$ cat src/rtl/reciprocal_seq_if.sv
// reciprocal_seq_if: byte-wide operand and result streams with
// valid/ready handshakes.
interface reciprocal_seq_if;
    logic [7:0] in_data;
    logic       in_valid;
    logic       in_ready;
    logic [7:0] out_data;
    logic       out_valid;
    logic       out_ready;

    modport master (
        output in_data, in_valid, out_ready,
        input  in_ready, out_data, out_valid
    );

    modport slave (
        input  in_data, in_valid, out_ready,
        output in_ready, out_data, out_valid
    );
endinterface

$ cat src/rtl/reciprocal_seq.sv
// reciprocal_seq: byte-serial sequencer around a combinational reciprocal unit.
// Define RECIP_STATUS_BYTE_EN to append a {7'b0, sat} status byte to the result.
module reciprocal_seq #(
    parameter int unsigned SETTLE_CYCLES = 2
) (
    input  logic              clk,
    input  logic              rst_n,
    input  logic              i_clear,
    input  logic              i_abs,
    reciprocal_seq_if.slave   io,
    output logic [23:0]       o_recip_data,
    output logic              o_recip_abs,
    input  logic [23:0]       i_recip_data,
    input  logic              i_recip_sat,
    output logic              o_busy
);

    typedef enum logic [1:0] {
        LOAD,
        SETTLE,
        SEND
    } state_t;

`ifdef RECIP_STATUS_BYTE_EN
    localparam logic [1:0] LAST_IDX = 2'd3;
`else
    localparam logic [1:0] LAST_IDX = 2'd2;
`endif

    localparam logic [3:0] SETTLE_INIT = 4'(SETTLE_CYCLES - 1);

    state_t      state;
    logic [1:0]  idx;
    logic [3:0]  cnt;
    logic [23:0] result;
    logic [7:0]  out_byte;

`ifdef RECIP_STATUS_BYTE_EN
    logic sat;

    always_ff @(posedge clk or negedge rst_n) begin
        if (!rst_n) begin
            sat <= 1'b0;
        end else if (!i_clear && state == SETTLE && cnt == 4'd0) begin
            sat <= i_recip_sat;
        end
    end
`else
    logic unused_sat;
    assign unused_sat = i_recip_sat;
`endif

    always_ff @(posedge clk or negedge rst_n) begin
        if (!rst_n) begin
            state        <= LOAD;
            idx          <= 2'd0;
            cnt          <= 4'd0;
            result       <= 24'd0;
            o_recip_data <= 24'd0;
            o_recip_abs  <= 1'b0;
        end else if (i_clear) begin
            state <= LOAD;
            idx   <= 2'd0;
        end else begin
            unique case (state)
                LOAD: begin
                    if (io.in_valid) begin
                        unique case (idx)
                            2'd0: begin
                                o_recip_data[23:16] <= io.in_data;
                                o_recip_abs         <= i_abs;
                            end
                            2'd1: o_recip_data[15:8] <= io.in_data;
                            default: o_recip_data[7:0] <= io.in_data;
                        endcase
                        if (idx == 2'd2) begin
                            idx   <= 2'd0;
                            cnt   <= SETTLE_INIT;
                            state <= SETTLE;
                        end else begin
                            idx <= idx + 2'd1;
                        end
                    end
                end
                SETTLE: begin
                    if (cnt == 4'd0) begin
                        result <= i_recip_data;
                        state  <= SEND;
                    end else begin
                        cnt <= cnt - 4'd1;
                    end
                end
                SEND: begin
                    if (io.out_ready) begin
                        if (idx == LAST_IDX) begin
                            idx   <= 2'd0;
                            state <= LOAD;
                        end else begin
                            idx <= idx + 2'd1;
                        end
                    end
                end
                default: state <= LOAD;
            endcase
        end
    end

    // Output byte is a pure decode of result/idx, so it stays stable while stalled.
    always_comb begin
        out_byte = result[7:0];
        unique case (1'b1)
            (idx == 2'd0): out_byte = result[23:16];
            (idx == 2'd1): out_byte = result[15:8];
`ifdef RECIP_STATUS_BYTE_EN
            (idx == 2'd3): out_byte = {7'b0, sat};
`endif
            default: out_byte = result[7:0];
        endcase
    end

    assign io.out_data  = out_byte;
    assign io.in_ready  = (state == LOAD);
    assign io.out_valid = (state == SEND);
    assign o_busy       = (state != LOAD) || (idx != 2'd0);

endmodule

$ cat src/flat_wrapper.sv
// flat-port wrapper written by rule: the top's interface ports become plain ports
module reciprocal_seq_flat 
#(
    parameter int unsigned SETTLE_CYCLES = 2
)
  (clk, rst_n, i_clear, i_abs, o_recip_data, o_recip_abs, i_recip_data, i_recip_sat, o_busy, io_in_data, io_in_valid, io_out_ready, io_in_ready, io_out_data, io_out_valid);
  reciprocal_seq_if io_i ();
  input  logic clk;
  input  logic rst_n;
  input  logic i_clear;
  input  logic i_abs;
  output logic [23:0] o_recip_data;
  output logic o_recip_abs;
  input  logic [23:0] i_recip_data;
  input  logic i_recip_sat;
  output logic o_busy;
  input wire logic [$bits(io_i.in_data)-1:0] io_in_data;
  input wire logic [$bits(io_i.in_valid)-1:0] io_in_valid;
  input wire logic [$bits(io_i.out_ready)-1:0] io_out_ready;
  output wire logic [$bits(io_i.in_ready)-1:0] io_in_ready;
  output wire logic [$bits(io_i.out_data)-1:0] io_out_data;
  output wire logic [$bits(io_i.out_valid)-1:0] io_out_valid;
  assign io_i.in_data = io_in_data;
  assign io_i.in_valid = io_in_valid;
  assign io_i.out_ready = io_out_ready;
  assign io_in_ready = io_i.in_ready;
  assign io_out_data = io_i.out_data;
  assign io_out_valid = io_i.out_valid;
  reciprocal_seq #(.SETTLE_CYCLES(SETTLE_CYCLES)) u_core (.clk(clk), .rst_n(rst_n), .i_clear(i_clear), .i_abs(i_abs), .io(io_i), .o_recip_data(o_recip_data), .o_recip_abs(o_recip_abs), .i_recip_data(i_recip_data), .i_recip_sat(i_recip_sat), .o_busy(o_busy));
endmodule
$ cat config.mk
export PLATFORM = sky130hd
export DESIGN_NAME = reciprocal_seq_flat
export DESIGN_NICKNAME = d
export VERILOG_FILES = /design/src/rtl/reciprocal_seq_if.sv /design/src/rtl/reciprocal_seq.sv /design/src/flat_wrapper.sv
export SDC_FILE = /design/constraint.sdc
export NUM_CORES = 1
export LEC_CHECK = 0
export ABC_CLOCK_PERIOD_IN_PS = 2300
export CORE_ASPECT_RATIO = 1.75
export CORE_MARGIN = 5
export CORE_UTILIZATION = 46
export CTS_BUF_LIST = sky130_fd_sc_hd__clkbuf_4 sky130_fd_sc_hd__clkbuf_8
export DETAILED_ROUTE_END_ITERATION = 8
export GPL_TIMING_DRIVEN = 0
export PLACE_DENSITY_LB_ADDON = 0.15
export SYNTH_ARGS = -nofsm -noshare
export SYNTH_HDL_FRONTEND = slang
export SYNTH_SLANG_ARGS = --single-unit
$ cat constraint.sdc
create_clock -name clk -period 2.3 [get_ports clk]
set_input_delay 0.46 -clock clk [delete_from_list [all_inputs] [get_ports clk]]
set_output_delay 0.46 -clock clk [all_outputs]
set_load 0.05 [all_outputs]
After elaboration in Yosys (flattened, before gate mapping)
Cells that the tools add are included.
{"block": "totals", "ff_bits": 57, "latch_bits": 0, "ramBits": 0, "rom_bits": 0, "in_bits": 39, "elab_cells": 57, "mem_count": 0}
{"block": "op_classes", "n_addsub": 2, "multipliers": 0, "n_div": 0, "magnitude_cmp": 0, "eq_ne": 12, "shifts": 0, "muxes": 17, "bitwise_logic": 2, "n_reduce_logical": 16}
{"cell": "2-to-1 mux 2 bit", "n": 10}
{"cell": "one-hot mux 8 bit (2 select lines)", "n": 1}
{"cell": "2-to-1 mux 4 bit", "n": 3}
{"cell": "AND reduction 4 bit", "n": 3}
{"cell": "AND reduction 5 bit", "n": 2}
{"cell": "!= test 3 x 2 -> 1 bit, second input constant", "n": 3}
{"cell": "one-hot mux 4 bit (2 select lines)", "n": 1}
{"cell": "!= test 3 bit, second input constant", "n": 2}
{"cell": "one-hot mux 2 bit (3 select lines)", "n": 1}
{"cell": "AND reduction 3 bit", "n": 2}
{"cell": "nonzero test 2 bit", "n": 3}
{"cell": "equality test 2 x 1 -> 1 bit, second input constant", "n": 2}
{"cell": "equality test 2 bit, second input constant", "n": 2}
{"cell": "logical NOT 2 bit", "n": 2}
{"cell": "logical NOT 4 bit", "n": 1}
{"cell": "!= test 2 bit, second input constant", "n": 2}
{"cell": "one-hot mux 2 bit (2 select lines)", "n": 1}
{"cell": "subtractor 4 x 1 -> 4 bit, second input constant", "n": 1}
{"cell": "nonzero test 3 bit", "n": 1}
{"cell": "adder 2 x 1 -> 2 bit, second input constant", "n": 1}
{"cell": "!= test 2 x 1 -> 1 bit, second input constant", "n": 1}
{"cell": "inverter 1 bit", "n": 2}
{"cell": "OR reduction 2 bit", "n": 1}
{"cell": "logical OR 1 bit", "n": 1}

Depth between registers and ports, before layout
{"block": "logic_depth", "ltp_word": 5, "depth_mapped": 6}

Least setup slack after synthesis
Ideal clock, no wire load.
{"block": "synth_path", "kind": "reg-to-output", "start": "register u_core.idx[0]", "end": "output io_out_data[0]", "arrival_ps": 2023, "path_slack_ps": -183, "stages_incl_launch_ff": 4, "path_buffers": 1, "cell_sequence": "dfrtp_1 -> buf_1 -> mux2i_1 -> o21ai_0"}
{"block": "synth_between", "elab_chain_len": 2}
{"item": "start, declared", "line": "reciprocal_seq.sv:33", "rtl": "logic [1:0] idx;"}
{"item": "start signal, assigned", "line": "reciprocal_seq.sv:81", "rtl": "idx <= idx + 2'd1;"}
{"item": "start signal, assigned", "line": "reciprocal_seq.sv:99", "rtl": "idx <= idx + 2'd1;"}
{"item": "equality test 2 x 1 -> 1 bit or logical NOT 2 bit (tied branches)", "line": "reciprocal_seq.sv:113, reciprocal_seq.sv:112"}
{"item": "one-hot mux 8 bit (2 select lines) *", "line": "reciprocal_seq.sv:111", "rtl": "unique case (1'b1)"}
{"item": "end, declared", "line": "flat_wrapper.sv:21", "rtl": "output wire logic [$bits(io_i.out_data)-1:0] io_out_data;"}
Every way passes the cells marked *; elsewhere a longest branch is shown, timed or not.

Worst setup path after layout
{"block": "layout_path", "start": "register u_core.idx[1]", "end": "output io_out_data[5]"}
The elaborated chain is that of the path after synthesis.

==> results by group <==
Run status
  • Run status: complete, no violations

Worst setup path
  • Most used cell, CP: clkbuf_4
  • CP endpoint kind: output pin
  • CP bufs+invs: 3
  • Worst stage delay on the critical path: 0.42 ns
  • Setup CP Type: flop to output pin
  • CP Max Fanout: 10
  • CP Cell Sequence: clkbuf_4, buf_2, nand2_1, o21ai_1, clkbuf_4
  • CP delay by family, top: buffers and inverters
  • Required @ worst endpoint: 1.84 ns
  • Worst EP arrival: 1.69 ns
  • Worst reg-to-reg path cell count: 6
  • Slowest CP cell: dfrtp_1
  • CP startpoint kind: flop
  • Cell count along the critical path: 5

Routing
  • Starting DRT DRC Count: 36
  • Vias post-DR: 1708
  • Final Routed Wirelength: 5490 µm
  • DR vias/cell: 5.04
  • Pre-antenna DRT Iters: 4
  • Remaining DRCs: 0
  • WL per Instance: 16.2 µm
  • ANT nets after route: 0

Timing
  • Min Clock Period, post-route: 2.15 ns
  • Worst Max-Slew Pin Slew: 0.695 ns
  • Fmax: 466 MHz
  • Hold Vio Cnt, Final: 0
  • Max-slew violations: 0
  • Slew HR: 53.7%
  • Final setup viols: 0
  • Fin crit share: 93.4%
  • Setup Skew: 0.0113 ns
  • RSZ-0062 raised after global routing: no
  • Setup TNS: 0 ns

Finish
  • Layout Cells excl Fill: 339
  • Layout area overhead: 42.7%
  • Antenna diode count: 0
  • Final #Nets: 300
  • Ratio of cells with drive above 1 in the final layout: 32.8%
  • Final core occ: 68.1%

Clocking
  • Clock Latency Late Sink: 0.33 ns
  • Post-CTS Setup Bufs: 0
  • Num CTS Buffers: 9
  • CTS max path bufs: 2
  • Reg clk slew, reported paths: 0.06 ns
  • Cts hold-fix bufs: 0
  • TritonCTS clock tree: done
  • Root buffer cell: clkbuf_8
  • Post-CTS Resized: 46
  • Clock sinks: 57
  • H-tree Lvls: 3

Yosys
  • Synthesized area per cell: 14.4 µm²
  • Synth Register Bits: 57
  • Synth cell count leaders: 57 x dfrtp_1, 29 x mux2_2, 20 x mux2_4
  • Sequential area share after synthesis: 56.4%
  • Most common cell in the netlist: dfrtp_1
  • Yosys warns: 0
  • Syn Nets: 215
  • Top-area cell type share of the netlist area: 56.4%
  • Post-synth top area cell: dfrtp_1
  • Most used flip-flop cell after synthesis: dfrtp_1
  • Post-synth EDFFs: 0
  • Syn Std Cell Area: 0.00253 mm²
  • Synth area leaders: dfrtp_1 56%, mux2_2 13%, mux2_4 12%, mux2i_1 4.0%, o21ai_0 2.2%
  • Cells after Synth: 175
  • Netlist cell types: 32
  • Ys async rst share: 100%

Floorplanning
  • Top-Level Pins: 75
  • Starting density of the core: 47.7%
  • Cell Rows: 35
  • Chip width: 66.0 µm
  • Die ar.: 0.00714 mm²
  • Core footprint: 0.00530 mm²
  • Die Height: 108 µm

Global route
  • Global route overflow: 0
  • Initial antenna violation count: 0
  • First-pass GRT wire length: 9050 µm
  • Total track usage: 17.0%
  • Number of global-route vias before repair: 1890
  • Largest net degree at the start of global routing: 31

Place
  • HPWL after detailed placement: 4150 µm
  • Final GP Congestion: 0.778
  • Placed Cells incl. Taps: 323
  • PortBufs: 73

Hold path
  • Worst hold path class: input port to async pin

Job
  • Max-cap viol count: 0

Pwr
  • Leakage: 1.69 nW
  • Worst vdd ir: 0.650 mV
  • Pwr dens: 1050 mW/mm²
==> path summary, 6_finish.rpt <==
kind                                                startpoint  slack (ns)                                  end
max in group asynchronous                                rst_n        1.54   u_core.o_recip_data[9]$_DFFE_PN0P_
hold reg to reg            u_core.o_recip_data[18]$_DFFE_PN0P_        0.50  u_core.o_recip_data[18]$_DFFE_PN0P_
min in group clk           u_core.o_recip_data[18]$_DFFE_PN0P_        0.50  u_core.o_recip_data[18]$_DFFE_PN0P_
hold / removal                                           rst_n        0.17       u_core.o_recip_abs$_DFFE_PN0P_
setup reg to reg                     u_core.cnt[0]$_DFFE_PN0P_        0.40        u_core.result[21]$_DFFE_PN0P_
setup / recovery                     u_core.idx[1]$_DFFE_PN0P_        0.15                       io_out_data[5]
==> sequential cells by signal, indices dropped and copies added, names as in the netlist <==
register and count:
u_core.idx 2, u_core.state 2, u_core.cnt 4, u_core.result 24, u_core.o_recip_data 24, u_core.o_recip_abs 1
==> worst register-to-register path, delay by kind of cell (launching register included) <==
kind                     cells  cell delay (ns)
buffers and inverters        2             0.30
adder cells (fa/ha/maj)      1             0.20
multiplexers                 1             0.30
flip-flops                   1             0.41
AND/OR/NAND/NOR              2             0.58
==> metal layers <==
layer / wire length, µm / up-vias / GRT usage, %
met5: 0 / - / 0
met4: 62 / 0 / 6.10
met2: 3130 / 57 / 31.6
met1: 2020 / 849 / 17.1
met3: 277 / 5 / 5.82
li1: - / 797 / -
==> report_power, final <==
group	switching, mW	internal, mW	total [mW]
registers	0.112	1.20	1.31
logic	0.721	0.481	1.20
clock network	0.396	0.887	1.28
total	1.23	2.56	3.79
==> layout make-up <==
class / instances / area [µm²]
Clock inverter: 5 / 125
Multi-Input combinational cell: 109 / 1050
Fill cell: 407 / 1690
Tap cell: 74 / 92.6
Inverter: 4 / 15.0
Sequential cell: 57 / 1430
Clock buffer: 11 / 151
Buffer: 5 / 40.0
Timing Repair Buffer: 74 / 704
==> kinds of logic after synthesis <==
family / count (synthesis) / share of synthesized area [%]
AO/OA/AOI/OAI: 19 / 4.40
buffers and inverters: 9 / 1.93
flip-flops: 57 / 56.4
multiplexers: 59 / 28.7
AND/OR/NAND/NOR: 30 / 8.02
adder cells (fa/ha/maj): 1 / 0.495
==> metrics by stage <==
| step | instance area [µm²] | power [mW] | setup slack (ns) | hold WS [ns] |
|---|---|---|---|---|
| after floorplan | 2530 | 2.09 | 0.102 | 0.164 |
| after global placement | 3350 | 2.53 | -0.985 | 0.487 |
| after detailed placement | 3370 | 2.56 | -0.455 | 0.493 |
| after CTS | 3600 | 3.82 | 0.0424 | 0.185 |
| after global routing | 3610 | 3.95 | 0.000313 | 0.210 |
| final | 3610 | 3.79 | 0.152 | 0.174 |
==> cells in the final DEF, fill, tap and decap left out <==
cell,Yosys,routed
clkdlybuf4s50_1,0,61
dfrtp_1,57,57
mux2_2,29,29
mux2_4,20,20
clkbuf_8,0,11
buf_2,0,10
mux2i_1,10,10
nand2_1,9,9
o21ai_1,0,8
inv_1,4,4
bufinv_16,0,4
nor2_1,3,3
nand2_2,3,3
o21ai_0,11,3
dlygate4sd2_1,0,3
clkbuf_4,0,2
buf_6,2,2
nand2b_1,2,2
a31oi_1,2,2
or4_1,2,2
a21oi_1,2,2
and2b_1,1,1
nor4b_4,1,1
nor3b_1,1,1
nor3b_4,1,1
or3b_2,1,1
a32o_1,1,1
nor4bb_1,1,1
a41oi_1,1,1
nor2b_1,1,1
nand3_1,1,1
o21a_1,1,1
nand3b_2,1,1
nand3b_1,1,1
a22oi_1,1,1
nor3_1,1,1
ha_1,1,1
clkinv_2,0,1
buf_12,0,1
No activity file was read; power rests on OpenSTA's default activity.
==> RTL change 1, RTL diff (same flow settings) <==
Add a define of `RECIP_STATUS_BYTE_EN`.
--- a/src/rtl/reciprocal_seq.sv
+++ b/src/rtl/reciprocal_seq.sv
@@ -1,5 +1,7 @@
 // reciprocal_seq: byte-serial sequencer around a combinational reciprocal unit.
 // Define RECIP_STATUS_BYTE_EN to append a {7'b0, sat} status byte to the result.
+`define RECIP_STATUS_BYTE_EN
+
 module reciprocal_seq #(
     parameter int unsigned SETTLE_CYCLES = 2
 ) (
Formal check against the unedited RTL: not equivalent (Yosys sat finds a counterexample within 10 cycles, from zero or initial values and one cycle with rst_n low).
==> RTL change 1 against the unedited design <==
Wire length rose by 3.2%; power is 1.8% higher; register-to-register slack better by 40 ps; setup slack worse by 63 ps; sequential cell count grew 1; cell area down 0.14%; area after synthesis is 0.74% higher; critical path type unchanged.
==> RTL change 1: results (changes against the unedited design) <==
| Metric | Value |
|---|---|
| Outcome | complete, no violations |
| Fin nets | 317 (+5.7%) |
| CTS clk-pin slew, worst paths | 60 ps (about the same) |
| Comb power | 1.59 mW (+33%) |
| Hpwl dp | 4.14 mm (-0.25%) |
| Post-synth ARST share | 1.00 (unchanged) |
| Initial antenna violation count | 0 (unchanged) |
| Syn Nets | 231 (+7.4%) |
| H-tree depth | 3 (unchanged) |
| Maximum vdd ir drop | 0.749 mV (+15%) |
| Crit path DAT | 1750 ps (+60 ps) |
| Clock net power | 0.867 mW (-32%) |
| Via Count | 1788 (+4.7%) |
| Adder and majority gate portion of the synthesized area | 0.0246 (+0.0196) |
| Worst Path Max Fanout | 10 (unchanged) |
| Fillers | 449 (+10%) |
| Yosys warnings | 0 (unchanged) |
| Via-to-Cell Ratio | 5.05 (+0.25%) |
| Clk_skew | 4.39 ps (-6.87 ps) |
| Max Root-Sink Buffers | 2 (unchanged) |
| GP Congestion | 0.765 (-1.7%) |
| Min-Delay Path Class | primary input to asynchronous set/reset pin |
| Slew @ Worst Pin | 534 ps (-161 ps) |
| Setup crit start | u_core.idx[1] |
| Post-Place Cells | 338 (+4.6%) |
| Synth cell types | 28 (-13%) |
| Area post-placement | 3400 µm² (+0.93%) |
| Ant diodes | 0 (unchanged) |
| Regs by FF count | u_core.o_recip_data (24), u_core.result (24), u_core.cnt (4) |
| Share of layout cells above drive strength 1 | 0.345 (+0.0170) |
| DR iter-0 viols | 73 (+100%) |
| Largest net degree at the start of global routing | 37 (+19%) |
| Syn avg cell area | 13.6 µm² (-5.7%) |
| Psw | 1.47 mW (+20%) |
| Global-route wire length before repair | 9.58 mm (+5.9%) |
| I/O Buffers | 74 (+1.4%) |
| Total CTS buffers | 9 (unchanged) |
| TritonRoute pass-1 iters | 4 (unchanged) |
| Top cells by area, synth | dfrtp_1, mux2_2, ha_1, a22oi_1, nand2_1 |
| Top post-synthesis cells by count | dfrtp_1, mux2_2, nand2_1 |
| Static leakage | 1.63 nW (-3.3%) |
| Clk Latency, worst-skew pair | 330 ps (about the same) |
| Sequential Power | 1.41 mW (+8%) |
| GRT Util Overall | 0.180 (+0.00972) |
| Reg2reg start | u_core.cnt[0] |
| Vias in the first global route | 1944 (+2.9%) |
| Mux share of post-synthesis cell area | 0.237 (-0.0507) |
| Final Routed Wirelength | 5.66 mm (+3.2%) |
| Post-synthesis compound-gate area fraction | 0.0702 (+0.0262) |
| Root Buffer Master | clkbuf_8 |
| Register area share after synthesis | 0.570 (+0.00567) |
| Xor/xnor share of the synthesized area | 0.00344 (+0.00344) |
| Final Hold Viols | 0 (unchanged) |
RTL change 1: final cells by class:
cell class,count,area (µm²),share of cell area
multi-input combinational,115,1050,0.293
buffer,5,38.8,0.0108
clock inverter,2,10.0,0.00278
sequential,58,1450,0.403
clock buffer,14,180,0.0500
inverter,7,26.3,0.00729
tap,76,95.1,0.0264
timing repair buffer,77,747,0.207
RTL change 1: worst paths after layout:
| path | slack (ps) | end | cells past startpoint |
|---|---|---|---|
| max | 90 | io_out_data[1] | 6 |
| max reg2reg | 440 | u_core.result[21] | 6 |
| min in group clk | 500 | u_core.result[14] | 1 |
| min | 110 | u_core.result[11] | 1 |
| min reg2reg | 500 | u_core.result[14] | 1 |
| max in group asynchronous | 1620 | u_core.o_recip_data[11] | 2 |
RTL change 1: cell families after synthesis:
family                     Yosys count
DFF                                 58
muxes                               54
and+or+nand+nor                     29
AOI/OAI and AO/OA                   26
buffers and inverters               14
adders and majority gates            5
xor gates and xnor gates             1
RTL change 1: critical path, stage by stage, from the launching register on:
cell and delay (ps):
dfrtp_1 390, inv_1 110, ha_2 240, clkbuf_8 190
a22oi_1 90, o21ai_1 170, buf_4 230
RTL change 1: per-layer routing:
metal | GRT usage | vias to the layer above | routed length, µm
met5 | 0 | - | 0
met4 | 0.100 | 0 | 137
met3 | 0.0489 | 9 | 312
met2 | 0.280 | 53 | 2910
met1 | 0.222 | 883 | 2310
li1 | - | 843 | -
RTL change 1: per-stage QoR:
stage               setup WS, ps   util
floorplan                   8.33      -
global placement           -1060  0.616
detailed placement          -598  0.618
CTS                         8.30  0.652
global route               -15.5  0.656
finish                      89.7  0.656
RTL change 1: timing repair:
action	4_1_cts	5_1_grt
setup buffers	1	1
gates resized for setup	56	8
endpoints found under the hold margin	0	0
endpoints found under the setup margin	10	9
==> RTL change 2, RTL diff (config.mk and constraints unchanged) <==
Without the edit above. Re-encode `state_t` (3 states) as one-hot, 3 bits wide.
--- a/src/rtl/reciprocal_seq.sv
+++ b/src/rtl/reciprocal_seq.sv
@@ -15,10 +15,10 @@
     output logic              o_busy
 );
 
-    typedef enum logic [1:0] {
-        LOAD,
-        SETTLE,
-        SEND
+    typedef enum logic [2:0] {
+        LOAD   = 3'b001,
+        SETTLE = 3'b010,
+        SEND   = 3'b100
     } state_t;
 
 `ifdef RECIP_STATUS_BYTE_EN
Check against the original RTL: no difference found for any inputs over 10 cycles, from zero or initial values and one cycle with rst_n low; not proved beyond that.
==> RTL change 2 against the unedited design <==
Cell area is 2.1% lower; die area is 0.22% higher; area after synthesis is 0.25% higher; power is 12% higher; combinational power is 60% higher; largest cell class unchanged; setup slack worse by 22 ps; critical path type unchanged; sequential cell count is 1 higher; wire length is 0.18% higher.
==> RTL change 2: results (changes against the unedited design) <==
| Metric | Value |
|---|---|
| Worst path top cell family by delay | flip-flops |
| DR iter-0 viols | 47 (+31%) |
| Max Root-Sink Buffers | 2 (unchanged) |
| Xor/xnor share of the synthesized area | 0.00346 (+0.00346) |
| Maximum vdd ir drop | 0.866 mV (+33%) |
| Static leakage | 1.67 nW (-1.1%) |
| R2R Setup Slk | 340 ps (-60 ps) |
| Yosys warnings | 0 (unchanged) |
| Ant diodes | 0 (unchanged) |
| Main synth FF type | dfrtp_1 |
| Regs by FF count | u_core.o_recip_data (24), u_core.result (24), u_core.cnt (4) |
| Post-Place Cells | 335 (+3.7%) |
| Fin nets | 312 (+4.0%) |
| Crit path DAT | 1710 ps (+20 ps) |
| TritonRoute pass-1 iters | 4 (unchanged) |
| Mapped Cells | 187 (+6.9%) |
| Psw | 1.71 mW (+39%) |
| Clk_skew | 7.73 ps (-3.53 ps) |
| Slew @ Worst Pin | 862 ps (+167 ps) |
| Register area share after synthesis | 0.573 (+0.00897) |
| Top cells by area, synth | dfrtp_1, mux2_2, mux2i_1, o21ai_0, nand2_1 |
| Worst Path Max Fanout | 7 (-3) |
| Top post-synthesis cells by count | dfrtp_1, mux2_2, nand2_1 |
| Fillers | 418 (+2.7%) |
| Non-Filler Instances | 350 (+3.2%) |
| Critical-path top delay cell | dfstp_2 |
| Mux share of post-synthesis cell area | 0.257 (-0.0303) |
| Final Routed Wirelength | 5.50 mm (+0.18%) |
| Dpl ws | -440 ps (+14.6 ps) |
| Outcome | complete, no violations |
| Global-route wire length before repair | 9.60 mm (+6.0%) |
| Synth cell types | 35 (+9.4%) |
| GRT Util Overall | 0.177 (+0.00673) |
| Largest net degree at the start of global routing | 38 (+23%) |
| Post-synthesis compound-gate area fraction | 0.0518 (+0.00779) |
| R2R cell count | 6 (unchanged) |
| R2r endpoint | u_core.result[20] |
| Clk Latency, worst-skew pair | 330 ps (about the same) |
| Share of layout cells above drive strength 1 | 0.319 (-0.00946) |
| Initial antenna violation count | 0 (unchanged) |
| Via-to-Cell Ratio | 5.02 (-0.36%) |
| Vias in the first global route | 1950 (+3.2%) |
| GP Congestion | 0.828 (+6.3%) |
| Syn Nets | 227 (+5.6%) |
| Hpwl dp | 4.09 mm (-1.5%) |
| Adder and majority gate portion of the synthesized area | 0.00494 (-0.0000122) |
| Crit-path max cell delay | 580 ps (+160 ps) |
| Worst hold slack | 90.1 ps (-84.1 ps) |
==> RTL change 2: how the worst max path moves through the flow <==
stage	start	end	slack (ps)	depth (start not counted)
6_report	u_core.state[0]	io_in_ready	130	3
5_1_grt	u_core.idx[1]	io_out_data[2]	40	5
4_1_cts	u_core.idx[1]	io_out_data[4]	2	5
3_5_place_dp	u_core.idx[1]	io_out_data[1]	-440	5
3_3_place_gp	rst_n	u_core.o_recip_data[1]	-1060	1
2_1_floorplan	u_core.idx[0]	io_out_data[0]	230	3
==> RTL change 2: kinds of logic after synthesis <==
logic type | after synthesis
fa+ha+maj | 1
buf+inv | 10
mux | 59
flops | 58
simple gates | 37
xor+xnor | 1
compound gates | 21
==> RTL change 2: cell type report <==
cell class | instances | area share
Tap cell | 74 | 0.0262
Sequential cell | 58 | 0.411
Buffer | 6 | 0.0128
Multi-Input combinational cell | 119 | 0.292
Inverter | 4 | 0.00425
Timing Repair Buffer | 74 | 0.199
Clock buffer | 12 | 0.0432
Clock inverter | 3 | 0.0113
==> RTL change 2: worst reg2reg max path, delay by kind of cell (launching register included) <==
family | cells | cell delay, ps
DFF | 1 | 380
buffers and inverters | 2 | 370
muxes | 1 | 280
adders and majority gates | 1 | 230
and+or+nand+nor | 2 | 590
==> RTL change 2: metal layers <==
layer | vias up | routed length, µm | global-route usage
li1 | 841 | - | -
met1 | 860 | 2260 | 0.208
met2 | 49 | 2840 | 0.298
met3 | 7 | 323 | 0.0613
met4 | 0 | 75 | 0.0567
met5 | - | 0 | 0
==> RTL change 2: per-stage QoR <==
step | power (mW) | cell area, µm²
detailed placement | 3.36 | 3380
floorplan | 2.67 | 2540
finish | 4.23 | 3530
CTS | 4.28 | 3570
global placement | 3.33 | 3360
global route | 4.44 | 3530
==> RTL change 2: power by group through the flow <==
stage / sequential, mW / combinational, mW / clock (mW)
2_1_floorplan: 2.17 / 0.500 / 0
6_report: 1.40 / 1.92 / 0.914
3_5_place_dp: 1.41 / 1.94 / 0
5_1_grt: 1.43 / 2.02 / 0.987
4_1_cts: 1.40 / 1.94 / 0.944
3_3_place_gp: 1.40 / 1.93 / 0
==> RTL change 2: timing repair <==
| item | in CTS | in global routing |
|---|---|---|
| hold endpoints to repair | 0 | 0 |
| gates cloned | 0 | 0 |
| gates resized for setup | 33 | 16 |
| endpoints found under the setup margin | 11 | 8 |
